===== src/rtl/memory_access_stage.sv =====
// Memory stage: one load or store per instruction against a multi-cycle memory
// with a stall/done handshake, plus misalignment and timeout error pulses.
module memory_access_stage #(
  parameter int TIMEOUT_CYCLES = 64
) (
  input  logic        clk,
  input  logic        rst,
  input  logic [15:0] inXOut,
  input  logic [15:0] inWriteData,
  input  logic        inMemoryRead,
  input  logic        inMemoryWrite,
  input  logic        memStall,
  input  logic        memDone,
  input  logic [15:0] memDataOut,
  output logic [15:0] memAddr,
  output logic [15:0] memDataIn,
  output logic        memRead,
  output logic        memWrite,
  output logic [15:0] outMemoryOut,
  output logic        outStall,
  output logic        outErr,
  output logic [1:0]  o_dbg_state
);

  // Memory handshake: the request (memRead/memWrite with memAddr/memDataIn)
  // is offered in REQ and accepted on the first edge where memStall=0;
  // memDone is a one-cycle completion pulse honoured only while the access
  // is outstanding (REQ with memStall=0, or WAIT).
  localparam logic [1:0] S_IDLE = 2'd0;
  localparam logic [1:0] S_REQ  = 2'd1;
  localparam logic [1:0] S_WAIT = 2'd2;
  localparam logic [1:0] S_DONE = 2'd3;
  localparam logic [7:0] TO_LAST = 8'(TIMEOUT_CYCLES - 1);

  logic [1:0]  r_state;
  logic [15:0] r_addr;
  logic [15:0] r_data;
  logic        r_rd;
  logic        r_wr;
  logic [15:0] r_load;
  logic [7:0]  r_tcnt;

  logic w_idle, w_req, w_wait, w_done, w_busy;
  logic w_op, w_misaligned, w_accept, w_complete, w_timeout;

  assign w_idle = (r_state == S_IDLE);
  assign w_req  = (r_state == S_REQ);
  assign w_wait = (r_state == S_WAIT);
  assign w_done = (r_state == S_DONE);
  assign w_busy = w_req | w_wait;

  assign w_op         = inMemoryRead | inMemoryWrite;
  assign w_misaligned = w_idle & w_op & inXOut[0];
  assign w_accept     = w_idle & w_op & ~inXOut[0];
  assign w_complete   = (w_req & ~memStall & memDone) | (w_wait & memDone);
  // A completion in the last allowed cycle wins over the timeout.
  assign w_timeout    = w_busy & (r_tcnt == TO_LAST) & ~w_complete;

  always_ff @(posedge clk) begin
    if (rst) begin
      r_state <= S_IDLE;
      r_addr  <= '0;
      r_data  <= '0;
      r_rd    <= 1'b0;
      r_wr    <= 1'b0;
      r_load  <= '0;
      r_tcnt  <= '0;
    end else begin
      case (r_state)
        S_IDLE: begin
          if (w_accept) begin
            r_addr  <= inXOut;
            r_data  <= inWriteData;
            r_rd    <= inMemoryRead;
            r_wr    <= inMemoryWrite;
            r_tcnt  <= '0;
            r_state <= S_REQ;
          end
        end
        S_REQ, S_WAIT: begin
          r_tcnt <= r_tcnt + 8'd1;
          if (w_complete) begin
            r_load  <= r_rd ? memDataOut : 16'h0000;
            r_state <= S_DONE;
          end else if (w_timeout) begin
            r_load  <= '0;
            r_state <= S_DONE;
          end else if (w_req && !memStall) begin
            r_state <= S_WAIT;
          end
        end
        default: r_state <= S_IDLE;
      endcase
    end
  end

  always_comb begin
    memAddr      = w_req ? r_addr : 16'h0000;
    memDataIn    = w_req ? r_data : 16'h0000;
    memRead      = w_req & r_rd;
    memWrite     = w_req & r_wr;
    outMemoryOut = w_done ? r_load : 16'h0000;
    outStall     = w_accept | w_busy;
    outErr       = w_misaligned | w_timeout;
    o_dbg_state  = r_state;
  end

endmodule


===== config.mk =====
export PLATFORM = sky130hd
export DESIGN_NAME = memory_access_stage
export DESIGN_NICKNAME = d
export VERILOG_FILES = /design/src/rtl/memory_access_stage.sv
export SDC_FILE = /design/constraint.sdc
export NUM_CORES = 1
export LEC_CHECK = 0
export ABC_CLOCK_PERIOD_IN_PS = 5200
export CORE_MARGIN = 5
export CORE_UTILIZATION = 25
export DETAILED_ROUTE_END_ITERATION = 8
export MAX_ROUTING_LAYER = met4
export PLACE_DENSITY_LB_ADDON = 0.25
export RECOVER_POWER = 25
export SLEW_MARGIN = 20
export SYNTH_ARGS = -nofsm -noshare
export SYNTH_HDL_FRONTEND = slang
export SYNTH_SLANG_ARGS = --single-unit

===== constraint.sdc =====
create_clock -name clk -period 5.2 [get_ports clk]
set_input_delay 1.3 -clock clk [delete_from_list [all_inputs] [get_ports clk]]
set_output_delay 1.3 -clock clk [all_outputs]
set_load 0.05 [all_outputs]

==> results.py <==
metrics = {
    "grt": {
        "antenna_found_initial": 0,
        "grt_max_degree": 41,
        "grt_pass1_wl_um": 12000,
        "grtUsageTotal": 0.119,
        "gr-total-overflow": 0,
        "first_global_vias": 2351,
    },
    "pwr": {
        "p_int_mw": 0.953,
        "power.density_mw_per_mm2": 384,
        "seqPwrFrac": 0.341,
        "switching_share": 0.386,
        "power.switching_mw": 0.599,
        "vdd_drop_max_uv": 217,
        "p_comb_frac": 0.392,
        "cellLeakagePower_nw": 1.47,
        "clock_power_share": 0.267,
    },
    "yosys": {
        "ys_ff_latch": 60,
        "ys_warn_count": 0,
        "synth_top_area_frac": 0.447,
        "yosysUniqueCellTypes": 42,
        "synth_nets": 373,
        "yosys-top-cells-area": "dfxtp_1 45%, and2_1 12%, nand2_1 9.9%, a21oi_1 6.7%, a32o_1 6.0%",
        "synth_top_area_cell": "dfxtp_1",
        "seq_area_frac_synth": 0.447,
        "ys_top_cells_by_count": "71 x nand2_1, 60 x dfxtp_1, 50 x and2_1",
        "synth_area_mm2": 0.00269,
        "avgSynthCellArea_um2": 8.55,
        "syn_inst": 314,
        "ys_dominant_reg_cell": "dfxtp_1",
        "synth_most_common_cell": "nand2_1",
        "synth-edff-count": 0,
        "async_reset_ff_frac": 0,
    },
    "floorplan": {
        "die-area_mm2": 0.0129,
        "ioPinCount": 108,
        "design.core.area_mm2": 0.0104,
        "initial_core_util": 0.258,
        "die_h_um": 114,
        "num_rows": 37,
        "chipWidth_um": 114,
    },
    "placed_design": {
        "place.gp.congestion": 0.820,
        "hpwl_um": 5220,
        "io_buffers": 107,
    },
    "routing": {
        "routed_wl_um": 7520,
        "vias": 2519,
        "wl_per_cell_um": 13.6,
        "first_pass_iters": 4,
        "final_antenna_net_count": 0,
        "drc": 0,
        "vias_per_cell": 4.55,
        "drtIter0Drc": 110,
    },
    "layout": {
        "diodes": 0,
        "final_util": 0.388,
        "synthToLayoutAreaGrowth_pct": 50.4,
        "drive_above_1_share": 0.0622,
        "nets": 473,
    },
    "setup_path": {
        "rr_worst_depth": 7,
        "reg2reg_to": "r_data[14]",
        "critPathMaxFanout": 4,
        "cp.required_ps": 3900,
        "cp.arrival_ps": 3300,
        "critPathKind": "primary input to output pin",
        "cp-end-kind": "output pin",
        "cp-start-kind": "primary input",
        "r2r_start": "o_dbg_state[0]",
        "rrSetupSlack_ps": 2040,
    },
    "clocking": {
        "cts_buffers": 9,
        "cts_sinks": 60,
        "clockBufferDepth": 2,
        "cts.repair.resized": 0,
        "postCtsHoldBufs": 0,
        "cts-root-buf": "clkbuf_8",
        "clk_latency_ps": 330,
        "post_cts_buffers": 0,
        "cts_tree": "built",
        "clk_pin_slew_ps": 60,
        "htree_levels": 3,
    },
    "flow_run": {
        "max_cap_viol_count": 1,
    },
    "timing": {
        "min_period_ps": 4600,
        "fin_skew_ps": 6.55,
        "hold_viol": 0,
        "rsz0062_at_grt": "no",
        "min_period_over_period": 0.885,
        "tightestPinTransition_ps": 2130,
        "slew_violations": 32,
        "relSlewSlack": -0.423,
        "setup_tns_ps": 0,
        "fmax_ghz": 0.217,
        "setup_violations": 0,
    },
    "outcome": {
        "violations": "capacitance limit, slew limit",
        "status": "finished, violations left",
    },
    "worst_hold_path": {
        "hold_path.class": "register to register",
        "whs_endpoint": "r_addr[5]",
        "whs_path_depth": 2,
        "worstHoldStart": "r_addr[5]",
    },
}
-- registers in the layout, summed over array words and instances, names as in the netlist --
name	cells
r_tcnt	8
r_addr	16
r_rd	1
r_wr	1
r_load	16
o_dbg_state	2
r_data	16
-- worst max-delay path, cell delays in order --
cell	delay, ps
clkdlybuf4s50_1	470
and2b_1	220
o21ai_1	320
a22o_1	190
clkdlybuf4s50_1	800
-- worst max path at each step --
stage               startpoint     end  slack [ps]
detailed placement    memStall  outErr         610
global route          memStall  outErr         550
CTS                   memStall  outErr         600
finish                memStall  outErr         600
floorplan             memStall  outErr        1700
global placement      memStall  outErr         590
-- kinds of logic (layout without fill, tap and decap cells) --
logic type,Yosys count,in the layout,synth area share
AND/OR/NAND/NOR,144,144,0.274
adder cells (fa/ha/maj),5,5,0.0233
AO/OA/AOI/OAI,79,79,0.213
flip-flops,60,60,0.447
buffers and inverters,26,130,0.0419
-- metrics by stage --
stage / setup slack, ps / hold WS [ps] / power, mW / std cells / area, um^2
after global placement: 592 / 437 / 1.16 / 539 / 3860
final: 601 / 449 / 1.55 / 554 / 4040
after CTS: 598 / 452 / 1.59 / 554 / 4050
after global routing: 551 / 469 / 1.66 / 554 / 4040
after floorplan: 1700 / 432 / 0.955 / 314 / 2690
after detailed placement: 607 / 442 / 1.16 / 539 / 3860
-- power by group through the flow --
stage	clock (mW)	sequential [mW]	combinational [mW]
after global placement	0	0.538	0.618
final	0.414	0.529	0.608
after CTS	0.439	0.529	0.627
after detailed placement	0	0.540	0.625
after floorplan	0	0.558	0.397
after global routing	0.459	0.534	0.662
-- routing by layer --
metal / vias to the layer above / track usage / share of wire
met3: 4 / 0.0435 / 0.060
met2: 72 / 0.172 / 0.46
li1: 1273 / - / -
met4: 0 / 0.0361 / 0.0062
met5: - / - / 0
met1: 1170 / 0.154 / 0.48
-- layout by cell type (no fill, tap or decap), drive strengths merged, types with 6 or more instances in the layout --
master / netlist / final
clkdlybuf4s50: 0 / 104
nand2: 71 / 71
dfxtp: 60 / 60
and2: 51 / 51
a21oi: 36 / 36
a32o: 16 / 16
clkbuf: 13 / 10
o21a: 6 / 6
-- cell type report --
cell class                 count  area [um^2]
fill                        1086         6380
multi-input combinational    228         1360
sequential                    60         1200
timing repair buffer         109         1090
tap                          136          170
clock buffer                  10          138
clock inverter                 5         52.6
inverter                       6         22.5
Note: power is estimated with default switching activity, not from simulation.
